`config.mk`:
```
export PLATFORM = sky130hd
export DESIGN_NAME = multi_channel_clock_divider
export DESIGN_NICKNAME = d
export VERILOG_FILES = /design/src/rtl/multi_channel_clock_divider.sv
export SDC_FILE = /design/constraint.sdc
export NUM_CORES = 1
export LEC_CHECK = 0
export BUFFER_PORTS_ARGS = -buffer_cell sky130_fd_sc_hd__buf_4
export CORE_MARGIN = 3
export CORE_UTILIZATION = 46
export DETAILED_ROUTE_END_ITERATION = 10
export PLACE_DENSITY = 0.62
export SYNTH_ARGS = -nofsm -noshare
export SYNTH_HDL_FRONTEND = slang
export SYNTH_SLANG_ARGS = --single-unit
```
`constraint.sdc`:
```
create_clock -name clk_in -period 5.3 [get_ports clk_in]
set_input_delay 0 -clock clk_in [delete_from_list [all_inputs] [get_ports clk_in]]
set_output_delay 0 -clock clk_in [all_outputs]
set_load 0.01 [all_outputs]
```
`src/rtl/multi_channel_clock_divider.sv`:
```
// Multi-channel programmable clock divider.
// Each channel divides clk_in by a runtime divisor and produces either a
// 50% duty clock (toggle mode) or a one-cycle pulse (pulse mode), plus a
// terminal-count tick. Divisor writes land in a shadow register and are
// promoted to the active divisor only at a terminal count or while the
// channel is idle, so a running half-period is never cut short or stretched.
module multi_channel_clock_divider #(
    parameter int NUM_CH    = 4,
    parameter int CNT_W     = 25,
    parameter int RESET_DIV = 25000000,
    parameter int SEL_W     = 2
) (
    input  logic              clk_in,
    input  logic              rst_n,
    input  logic [NUM_CH-1:0] ch_en,
    input  logic [NUM_CH-1:0] mode,
    input  logic              cfg_we,
    input  logic [SEL_W-1:0]  cfg_sel,
    input  logic [CNT_W-1:0]  cfg_div,
    output logic [NUM_CH-1:0] cfg_pending,
    output logic [NUM_CH-1:0] clk_out,
    output logic [NUM_CH-1:0] tick
);

    localparam logic [CNT_W-1:0] RESET_DIV_V = CNT_W'(RESET_DIV);
    localparam logic [CNT_W-1:0] ONE         = CNT_W'(1);

    logic [NUM_CH-1:0][CNT_W-1:0] cnt_q, cnt_d;
    logic [NUM_CH-1:0][CNT_W-1:0] act_div_q, act_div_d;
    logic [NUM_CH-1:0][CNT_W-1:0] sh_div_q, sh_div_d;
    logic [NUM_CH-1:0]            pend_q, pend_d;
    logic [NUM_CH-1:0]            clk_out_q, clk_out_d;
    logic [NUM_CH-1:0]            tick_q, tick_d;

    logic [NUM_CH-1:0]            wr_hit;
    logic [NUM_CH-1:0]            running;
    logic [NUM_CH-1:0]            terminal;

    // Decode the configuration write; selects beyond NUM_CH match no channel.
    always_comb begin
        wr_hit = '0;
        for (int i = 0; i < NUM_CH; i++) begin
            wr_hit[i] = cfg_we && (32'(cfg_sel) == i);
        end
    end

    // Per-channel run status and terminal-count detection (>= tolerates a
    // counter left above a freshly shortened divisor).
    always_comb begin
        running  = '0;
        terminal = '0;
        for (int i = 0; i < NUM_CH; i++) begin
            running[i]  = ch_en[i] && (act_div_q[i] != '0);
            terminal[i] = cnt_q[i] >= (act_div_q[i] - ONE);
        end
    end

    // Next-state for counters, outputs and the shadow/active divisor pair.
    always_comb begin
        cnt_d     = cnt_q;
        act_div_d = act_div_q;
        sh_div_d  = sh_div_q;
        pend_d    = pend_q;
        clk_out_d = clk_out_q;
        tick_d    = tick_q;
        for (int i = 0; i < NUM_CH; i++) begin
            if (running[i]) begin
                if (terminal[i]) begin
                    cnt_d[i]     = '0;
                    tick_d[i]    = 1'b1;
                    clk_out_d[i] = mode[i] ? 1'b1 : ~clk_out_q[i];
                    if (pend_q[i]) begin
                        act_div_d[i] = sh_div_q[i];
                        pend_d[i]    = 1'b0;
                    end
                end else begin
                    cnt_d[i]  = cnt_q[i] + ONE;
                    tick_d[i] = 1'b0;
                    if (mode[i]) begin
                        clk_out_d[i] = 1'b0;
                    end
                end
            end else begin
                cnt_d[i]     = '0;
                clk_out_d[i] = 1'b0;
                tick_d[i]    = 1'b0;
                if (pend_q[i]) begin
                    act_div_d[i] = sh_div_q[i];
                    pend_d[i]    = 1'b0;
                end
            end
            // A write in the same cycle as a promotion wins: the new value
            // stays pending for the following terminal count.
            if (wr_hit[i]) begin
                sh_div_d[i] = cfg_div;
                pend_d[i]   = 1'b1;
            end
        end
    end

    // State registers; reset discards any pending shadow value.
    always_ff @(posedge clk_in or negedge rst_n) begin
        if (!rst_n) begin
            cnt_q     <= '0;
            act_div_q <= {NUM_CH{RESET_DIV_V}};
            sh_div_q  <= {NUM_CH{RESET_DIV_V}};
            pend_q    <= '0;
            clk_out_q <= '0;
            tick_q    <= '0;
        end else begin
            cnt_q     <= cnt_d;
            act_div_q <= act_div_d;
            sh_div_q  <= sh_div_d;
            pend_q    <= pend_d;
            clk_out_q <= clk_out_d;
            tick_q    <= tick_d;
        end
    end

    assign cfg_pending = pend_q;
    assign clk_out     = clk_out_q;
    assign tick        = tick_q;

endmodule
```
==> impl_metrics.py, run 1 <==
metrics = {
    "status": {
        "status": "finished, final reports clean",
    },
    "detailed_routing": {
        "first_pass_iters": 4,
        "viasPerCell": 5.331,
        "routed_wl_um": 34280,
        "wl_per_cell_um": 16.83,
        "drt_iter0_markers": 560,
        "antenna_left": 0,
        "vias": 10860,
        "drc": 0,
    },
    "worst_setup_path": {
        "crit_buf_inv": 1,
        "cp_max_fo": 25,
        "crit_path_start": "act_div_q[75]",
        "crit_cells": 17,
        "r2r-start": "act_div_q[75]",
        "start_kind": "flip-flop",
        "ff2ff_setup_slack_ns": 0.49,
        "crit_type": "flip-flop to flip-flop",
        "crit_chain": "inv_1 > ha_1 > or4b_1 > or3_4 > or3_4 > nor2_1 > nand3_1 > nor3_1 > xnor2_1 > ha_1 > nand4_1 > nor4_1 > o21ai_0 > o211ai_1 > or2_1 > nand2_4 > mux2_4",
        "crit_path_end_kind": "flip-flop",
        "cpPeakStageDelay_ns": 0.47,
        "rr_endpoint": "act_div_q[84]",
        "required_ns": 5.69,
        "critPathTopFamily": "simple AND/OR/NAND/NOR gates",
        "cp_data_arrival_time_ns": 5.20,
        "crit_slowest_cell": "or4b_1",
        "worstSetupEndpoint": "act_div_q[84]",
        "r2r_cells": 17,
    },
    "placed_design": {
        "dp_slack_ns": 0.4833,
        "dpl_cell_area_mm2": 0.01736,
        "dp_hpwl_um": 23760,
        "io_buffers": 49,
        "place.gp.congestion": 0.8050,
    },
    "global_routing": {
        "grt_pass1_wl_um": 57420,
        "grt.overflow.total": 0,
        "antenna_found_initial": 2,
        "grtUsageTotal": 0.1839,
        "grt_pass1_vias": 11100,
        "grt_start_max_net_pins": 193,
    },
    "cts": {
        "htree_num_levels": 2,
        "root_buffer": "clkbuf_16",
        "numCtsBuffers": 35,
        "clock_path_buffers": 3,
        "cts.sinks": 312,
        "clock_latency_ns": 0.52,
        "cts_tree": "done",
        "path_clk_slew_ns": 0.06,
        "cts_resized": 0,
    },
    "timing": {
        "whs_ns": 0.06053,
        "post-route-period-util": 0.9067,
        "final.min_clock_period_ns": 4.805,
        "finClkSkew_ns": 0.01030,
        "tns_ns": 0,
        "maxSlewViolCount": 0,
        "fmax_mhz": 208.1,
        "setup_violations": 0,
        "slew_headroom": 0.2989,
        "finalHoldViolCount": 0,
        "tightest_slew_ns": 1.052,
        "setup_ws_ns": 0.4946,
        "rsz0062_at_grt": "no",
    },
    "floorplan": {
        "die_h_um": 195.2,
        "ios": 50,
        "start_util": 0.4718,
        "dieArea_mm2": 0.03809,
        "core_region_area_mm2": 0.03488,
        "fp-row-count": 68,
        "fp.dieW_um": 195.2,
    },
    "layout": {
        "final_common_cell": "dfrtp_1",
        "nNetsFinal": 1702,
        "fin_util": 0.5405,
        "design_area_mm2": 0.01885,
        "drive_gt1_frac": 0.2554,
        "areaGrowthSynthToFinish_pct": 14.56,
        "layout_common_cells": "dfrtp_1 (216), mux2_2 (167), nor2_1 (157), ha_1 (108), dfstp_2 (96)",
        "diodes": 0,
    },
    "synthesis": {
        "synth_seq_cells": 312,
        "synth-main-ff-cell": "dfrtp_1",
        "synth_warnings": 0,
        "synth.avg_cell_area_um2": 11.34,
        "synth_cell_types": 54,
        "synth-edff-count": 0,
        "ys_seq_area_frac": 0.4817,
        "syn_inst": 1451,
        "synthesis.area_mm2": 0.01646,
        "syn_nets": 1597,
        "ys_async_sr_fraction": 1.000,
    },
    "pwr": {
        "power_leakage_nw": 8.135,
        "ir_drop_mv": 0.2778,
        "power.density_mw_per_mm2": 395.9,
    },
    "worst_hold_path": {
        "holdCritPathClass": "input pin to flip-flop",
    },
    "job": {
        "cap_viol_max_count": 0,
    },
}
[timing repair]
action                                 4_1_cts  5_1_grt
setup endpoints to repair                    0        0
hold buffers                                37        0
endpoints found under the hold margin      162        0
buffers inserted                             0        0
[cells in the mapped netlist, types with 3 or more instances]
cell type	n	area [um2]
o21ai_0	32	160.2
nor4_1	20	125.1
a22oi_1	3	22.52
and4_1	8	70.07
a21oi_1	46	230.2
nand2b_1	13	81.33
nand3_1	51	255.2
ha_1	108	1351
mux2_2	167	1881
nand2_1	85	319.1
or3_1	16	100.1
xnor2_1	85	744.5
clkbuf_1	21	78.83
o211ai_1	3	22.52
inv_1	29	108.9
xor2_1	93	814.5
and2_1	7	43.79
nor3_1	38	190.2
mux2_1	12	135.1
dfstp_2	96	2522
nor2_1	157	589.3
nand3b_1	5	37.54
or4_1	10	75.07
nor3b_1	7	52.55
dfrtp_1	216	5405
a211oi_1	5	37.54
nand4_1	22	137.6
nor2b_1	5	31.28
mux2_4	20	300.3
a21o_1	4	30.03
and3_1	30	187.7
buf_6	5	56.30
[per-stage QoR]
step / power, mW / cells
2_1_floorplan: 4.629 / 1451
6_report: 7.464 / 2037
5_1_grt: 7.955 / 2037
4_1_cts: 7.573 / 2037
3_3_place_gp: 5.058 / 1937
3_5_place_dp: 5.135 / 1937
[power breakdown]
| group | internal, mW | switching [mW] |
|---|---|---|
| Clock | 1.41 | 0.955 |
| Sequential | 3.00 | 0.486 |
| Combinational | 0.886 | 0.729 |
| Total | 5.29 | 2.17 |
[worst min-delay path: stages]
cell and delay [ns]:
buf_4 0.09, nand3b_1 0.07, buf_4 0.24, o21ai_0 0.11
[how the worst min path moves through the flow]
stage / endpoint / start / slack, ns / cells after the start
finish: cfg_pending[2] / cfg_we / 0.06 / 4
global route: cfg_pending[2] / cfg_we / 0.08 / 4
CTS: cfg_pending[2] / cfg_we / 0.03 / 4
detailed placement: cnt_q[45] / rst_n / -0.04 / 1
global placement: cnt_q[47] / rst_n / -0.05 / 1
floorplan: act_div_q[0] / rst_n / -0.30 / 0
[cell families after synthesis]
logic type / share of synthesized area
AOI/OAI and AO/OA: 0.03908
xor gates and xnor gates: 0.09472
adders and majority gates: 0.08210
buffers and inverters: 0.01634
DFF: 0.4817
muxes: 0.1407
and+or+nand+nor: 0.1454
[layout make-up]
type	instances	area [um2]
tap	455	569.3
fill	3087	16030
multi-input combinational	1079	8270
clock inverter	7	75.07
inverter	29	108.9
timing repair buffer	99	855.8
clock buffer	56	1047
sequential	312	7928
[sequential cells by signal, indices dropped and copies added (netlist names)]
name / count
cnt_q: 100
act_div_q: 100
sh_div_q: 100
cfg_pending: 4
tick: 4
clk_out: 4
[metal layers]
layer | track usage | up-vias | share of wire
met2 | 0.3101 | 129 | 0.48
met4 | 0.04753 | 0 | 0.023
met3 | 0.03123 | 57 | 0.039
li1 | - | 5317 | -
met1 | 0.2479 | 5356 | 0.46
met5 | 0 | - | 0
Power figures use the tool's default switching activity.
==> run 2, diff against run 1 <==
ABC_AREA = 1   (was default)
==> run 2 against run 1 <==
Against the previous run: sequential cell count did not move; clock skew is 0.0032 ns higher; sequential power down 8.0%; count of clock-buffer cells in the layout rose by 1; total power up 6.3%; register-to-register slack gained 0.47 ns; first-iteration DRC count grew 73%; non-clock buffer count decreased by 1; largest cell class unchanged; highest routed layer unchanged.
==> impl_metrics.py, run 2 <==
metrics = {
    "cts": {
        "cts.sinks": 312,
        "numCtsBuffers": 37,
        "root_buffer": "clkbuf_16",
        "clock_path_buffers": 3,
        "cts_resized": 0,
        "clock_latency_ns": 0.54,
        "cts_tree": "done",
        "htree_num_levels": 2,
        "path_clk_slew_ns": 0.06,
    },
    "synthesis": {
        "synth_area_leader_cell": "dfrtp_1",
        "synth_top_area_frac": 0.3009,
        "synth_commonest_cells": "nand2_1 (633), nor2_1 (297), inv_1 (222), dfrtp_1 (216), nand3_1 (161)",
        "synth.avg_cell_area_um2": 7.895,
        "synth_seq_cells": 312,
        "synth_warnings": 0,
        "synth_area_leaders": "dfrtp_1 (30%), dfstp_2 (14%), nand2_1 (13%), ha_1 (7.5%), nor2_1 (6.2%)",
        "synth-main-ff-cell": "dfrtp_1",
        "ys_async_sr_fraction": 1.000,
        "synth_cell_types": 46,
        "syn_nets": 2421,
        "synth-edff-count": 0,
        "ys_seq_area_frac": 0.4413,
        "synthesis.area_mm2": 0.01796,
        "syn_inst": 2275,
        "synth.most_common_cell": "nand2_1",
    },
    "placed_design": {
        "dp_hpwl_um": 30610,
        "dp_slack_ns": 1.325,
        "place.gp.congestion": 0.8784,
        "io_buffers": 49,
        "dpl_cell_area_mm2": 0.01876,
        "placedCellCount": 2787,
    },
    "detailed_routing": {
        "routed_wl_um": 42750,
        "drc": 0,
        "wl_per_cell_um": 14.78,
        "vias": 14530,
        "viasPerCell": 5.021,
        "first_pass_iters": 6,
        "drt_iter0_markers": 969,
        "antenna_left": 0,
    },
    "global_routing": {
        "antenna_found_initial": 1,
        "grt_start_max_net_pins": 101,
        "grtUsageTotal": 0.2118,
        "grt_pass1_wl_um": 71790,
        "grt_pass1_vias": 14330,
        "grt.overflow.total": 0,
    },
    "status": {
        "status": "finished, final reports clean",
    },
    "layout": {
        "final_common_cell": "nand2_1",
        "fill_cells": 3593,
        "instances_no_fill": 2893,
        "nNetsFinal": 2498,
        "design_area_mm2": 0.02042,
        "fin_util": 0.5357,
        "reg_top3": "act_div_q: 100 flops, cnt_q: 100 flops, sh_div_q: 100 flops",
        "areaGrowthSynthToFinish_pct": 13.66,
        "layout_common_cells": "nand2_1 (633), nor2_1 (297), inv_1 (222), dfrtp_1 (216), nand3_1 (159)",
        "drive_gt1_frac": 0.1084,
    },
    "floorplan": {
        "fp.dieW_um": 203.6,
        "dieArea_mm2": 0.04146,
        "fp-row-count": 71,
        "die_h_um": 203.6,
        "core_region_area_mm2": 0.03811,
        "ios": 50,
        "start_util": 0.4713,
    },
    "timing": {
        "setup_violations": 0,
        "tns_ns": 0,
        "slew_headroom": 0.3198,
        "finalHoldViolCount": 0,
        "setup_ws_ns": 0.9626,
        "tightest_slew_ns": 1.020,
        "final.min_clock_period_ns": 4.337,
        "fmax_mhz": 230.6,
        "maxSlewViolCount": 0,
        "finClkSkew_ns": 0.01349,
        "post-route-period-util": 0.8184,
        "rsz0062_at_grt": "no",
    },
    "pwr": {
        "power.density_mw_per_mm2": 388.5,
        "comb_power_share": 0.260,
        "swShare": 0.3357,
        "internal_power_mw": 5.270,
        "pwr-share-clk": 0.335,
        "switchingPower_mw": 2.663,
        "power_leakage_nw": 9.789,
        "ir_drop_mv": 0.1925,
        "p_seq_frac": 0.405,
    },
    "worst_setup_path": {
        "crit_path_end_kind": "flip-flop",
        "cp_max_fo": 29,
        "start_kind": "flip-flop",
        "cp_data_arrival_time_ns": 4.81,
        "crit_type": "flip-flop to flip-flop",
        "required_ns": 5.77,
    },
    "worst_hold_path": {
        "holdCritPathClass": "input pin to asynchronous set/reset pin",
    },
    "job": {
        "cap_viol_max_count": 0,
    },
}
==> run 2: timing repair <==
item | CTS | global route
setup buffers | 0 | 0
hold buffers | 37 | 0
hold endpoints to repair | 210 | 0
endpoints found under the setup margin | 0 | 0
==> run 2: layer usage <==
layer | share of wire | GRT usage | vias to the layer above
li1 | - | - | 7409
met1 | 0.47 | 0.2965 | 6815
met2 | 0.46 | 0.3456 | 249
met3 | 0.046 | 0.03065 | 54
met4 | 0.019 | 0.05801 | 0
met5 | 0 | 0 | -
==> run 2: layout make-up <==
class | count | area [um2] | area share
flip-flops and latches | 312 | 7928 | 0.3883
clock buffers | 57 | 1134 | 0.05553
multi-input cells | 1681 | 8897 | 0.4358
diodes | 1 | 2.502 | 0.0001226
clock inverters | 11 | 146.4 | 0.007170
repair buffers | 98 | 835.8 | 0.04094
well taps | 511 | 639.4 | 0.03132
inverters | 222 | 833.3 | 0.04082
==> run 2: path summary, 6_finish.rpt <==
| check | depth (start not counted) | slack (ns) | startpoint | endpoint |
|---|---|---|---|---|
| setup reg to reg | 21 | 0.96 | act_div_q[25] | clk_out[1] |
| hold / removal | 2 | 0.03 | rst_n | cnt_q[22] |
| setup / recovery | 21 | 0.96 | act_div_q[25] | clk_out[1] |
| min in group clk_in | 4 | 0.03 | cfg_sel[1] | cfg_pending[3] |
| hold reg to reg | 2 | 0.47 | act_div_q[47] | act_div_q[47] |
| max in group asynchronous | 3 | 3.71 | rst_n | sh_div_q[34] |
==> run 2: cell families (layout without fill, tap and decap cells) <==
kind of cell	after synthesis	count (layout)	share of synthesized area
AOI/OAI and AO/OA	177	177	0.05197
xor gates and xnor gates	149	149	0.07265
adders and majority gates	108	108	0.07523
buffers and inverters	282	388	0.06388
DFF	312	312	0.4413
muxes	1	1	0.0005573
other	0	1	0
and+or+nand+nor	1246	1246	0.2944
==> run 2: power by group through the flow <==
stage	Sequential, mW	Combinational (mW)	Clock (mW)
6_report	3.21	2.06	2.66
3_5_place_dp	3.24	2.06	0
4_1_cts	3.21	2.09	2.73
2_1_floorplan	3.13	1.61	0
3_3_place_gp	3.24	1.99	0
5_1_grt	3.26	2.44	2.82
==> run 2: worst max-delay path, stage by stage, from the launching register on <==
cell and delay, ns:
dfrtp_1 0.43, inv_1 0.13, ha_1 0.20, nand2_1 0.09
nor2_1 0.16, nand2_1 0.14, inv_1 0.15, nand4_1 0.16
nor3_1 0.21, xor2_1 0.21, ha_1 0.27, nand2_1 0.06
nand2_1 0.04, nand3_1 0.06, nand2_1 0.06, a21oi_1 0.14
nand2_1 0.07, nor2_1 0.23, nand3_4 0.36, buf_4 0.36
mux2i_1 0.17, dlygate4sd3_1 0.56
==> run 2: through the flow <==
step           hold slack (ns)  total power, mW
2_1_floorplan          -0.2956            4.746
3_3_place_gp           0.06916            5.230
3_5_place_dp           0.06304            5.301
4_1_cts               0.005796            8.029
5_1_grt                0.08730            8.524
6_report               0.03200            7.933
==> run 3, diff against run 2 <==
ABC_AREA = 0   (was 1)
clock period = 4.2 ns   (was 5.3 ns; I/O delays follow)
==> run 3 against run 2 <==
Against the previous run: the flow now finishes with violations (setup timing); register-to-register slack worse by 1.1 ns; critical path type unchanged; total power up 22%; worst hold slack better by 0.0080 ns; combinational power up 11%.
==> impl_metrics.py, run 3 (synthesis gave the netlist of run 1 again) <==
metrics = {
    "status": {
        "status": "finished, violations left",
        "failed_checks": "setup timing",
    },
    "detailed_routing": {
        "antenna_left": 0,
        "viasPerCell": 5.321,
        "drc": 0,
        "first_pass_iters": 4,
        "vias": 11130,
        "wl_per_cell_um": 16.62,
        "drt_iter0_markers": 376,
        "routed_wl_um": 34760,
    },
    "pwr": {
        "switchingPower_mw": 2.830,
        "power_mw": 9.658,
        "swShare": 0.2930,
        "power.density_mw_per_mm2": 493.3,
        "internal_power_mw": 6.828,
        "pwr-share-clk": 0.309,
        "comb_power_share": 0.236,
        "power_leakage_nw": 8.502,
        "ir_drop_mv": 0.3160,
        "p_seq_frac": 0.455,
    },
    "timing": {
        "whs_ns": 0.03997,
        "tightest_slew_ns": 1.108,
        "final.min_clock_period_ns": 4.313,
        "tns_ns": -1.138,
        "setup_ws_ns": -0.1128,
        "finalHoldViolCount": 0,
        "rsz0062_at_grt": "yes",
        "setup_violations": 24,
        "post-route-period-util": 1.027,
        "finClkSkew_ns": 0.01039,
        "maxSlewViolCount": 0,
        "fmax_mhz": 231.9,
        "slew_headroom": 0.2561,
    },
    "worst_setup_path": {
        "critPathTopFamily": "simple AND/OR/NAND/NOR gates",
        "cpPeakStageDelay_ns": 0.52,
        "r2r_cells": 13,
        "crit_slowest_cell": "or4_4",
        "required_ns": 4.59,
        "crit_type": "flip-flop to flip-flop",
        "crit_buf_inv": 1,
        "crit_chain": "or4_4 > or3_4 > or3_4 > or3_4 > xor2_1 > ha_1 > nand4_1 > or4_4 > or4_4 > nand4_1 > buf_12 > o21ai_4 > mux2_4",
        "r2r-start": "act_div_q[56]",
        "crit_cells": 13,
        "ff2ff_setup_slack_ns": -0.11,
        "worstSetupEndpoint": "act_div_q[52]",
        "rr_endpoint": "act_div_q[52]",
        "cp_data_arrival_time_ns": 4.71,
        "crit_path_start": "act_div_q[56]",
        "cp_max_fo": 7,
        "start_kind": "flip-flop",
        "crit_path_end_kind": "flip-flop",
    },
    "cts": {
        "htree_num_levels": 2,
        "cts.sinks": 312,
        "path_clk_slew_ns": 0.06,
        "clock_latency_ns": 0.52,
        "root_buffer": "clkbuf_16",
        "cts_tree": "done",
        "numCtsBuffers": 35,
        "clock_path_buffers": 3,
    },
    "placed_design": {
        "io_buffers": 49,
        "dp_hpwl_um": 23960,
        "placedCellCount": 1981,
        "place.gp.congestion": 0.7888,
        "dpl_cell_area_mm2": 0.01777,
        "dp_slack_ns": -0.1903,
    },
    "global_routing": {
        "grt_start_max_net_pins": 103,
        "grt.overflow.total": 0,
        "grtUsageTotal": 0.1862,
        "antenna_found_initial": 2,
        "grt_pass1_vias": 11690,
        "grt_pass1_wl_um": 58960,
    },
    "job": {
        "cap_viol_max_count": 0,
    },
    "layout": {
        "fill_cells": 3003,
        "reg_top3": "act_div_q: 100 flops, cnt_q: 100 flops, sh_div_q: 100 flops",
        "diodes": 0,
        "fin_util": 0.5613,
        "nNetsFinal": 1756,
        "design_area_mm2": 0.01958,
        "instances_no_fill": 2091,
        "areaGrowthSynthToFinish_pct": 18.97,
        "layout_common_cells": "dfrtp_1 (216), mux2_2 (158), nor2_1 (155), ha_1 (107), buf_4 (105)",
        "drive_gt1_frac": 0.3044,
        "final_common_cell": "dfrtp_1",
        "multi_input_area_mm2": 0.008546,
        "regArea_mm2": 0.007928,
    },
    "floorplan": {
        "fp.dieW_um": 195.2,
        "core_region_area_mm2": 0.03488,
        "fp-row-count": 68,
        "start_util": 0.4718,
        "die_h_um": 195.2,
        "dieArea_mm2": 0.03809,
        "ios": 50,
    },
    "worst_hold_path": {
        "holdCritPathClass": "input pin to flip-flop",
    },
}
[run 3: cell types whose count changed in the layout (fill, tap and decap cells not counted), moves of 13 or more]
cell and change:
nor2_1 -142, nand2_1 -549, nor2_2 -13, mux2_4 +29
nor3_1 -32, mux2_2 +158, buf_4 +45, o21ai_0 -82
inv_1 -195, and3_1 +26, nand3_1 -109, xnor2_1 +24
[run 3: worst min-delay path: stages]
cell	delay, ns
buf_4	0.10
nand3_1	0.06
buf_4	0.24
o21ai_0	0.11
[run 3: power groups by stage]
stage | Sequential (mW) | Combinational, mW | Clock (mW)
after floorplan | 4.25 | 1.61 | 0
after global placement | 4.41 | 2.11 | 0
after detailed placement | 4.43 | 2.18 | 0
after CTS | 4.39 | 2.28 | 3.07
after global routing | 4.50 | 2.60 | 3.19
final | 4.40 | 2.28 | 2.98
[run 3: timing repair]
action,CTS,global route
resized for setup,27,23
endpoints found under the setup margin,110,204
setup buffers,5,6
gates cloned,2,1
pin swaps,8,9
hold endpoints to repair,202,0
hold buffers,34,0
[run 3: cell type report]
type,count,area share
inverters,29,0.005559
repair buffers,150,0.06684
clock buffers,54,0.05476
multi-input cells,1082,0.4365
clock inverters,9,0.002428
well taps,455,0.02908
flip-flops and latches,312,0.4049
[run 3: worst min-delay path by stage]
stage                          start              to  slack [ns]  cells past startpoint
after floorplan                rst_n    act_div_q[0]       -0.30                      0
after global placement         rst_n       cnt_q[47]        0.09                      1
after detailed placement       rst_n       cnt_q[45]        0.11                      1
after CTS                 cfg_sel[1]  cfg_pending[3]        0.02                      4
after global routing      cfg_sel[1]  cfg_pending[3]        0.08                      4
final                     cfg_sel[1]  cfg_pending[3]        0.04                      4
[run 3: routing by layer]
metal  vias to the layer above  share of wire  GRT usage
met3                        45          0.037    0.02778
met2                       141           0.47     0.3164
met5                         -              0          0
met1                      5504           0.47     0.2535
met4                         0          0.018    0.04225
li1                       5436              -          -
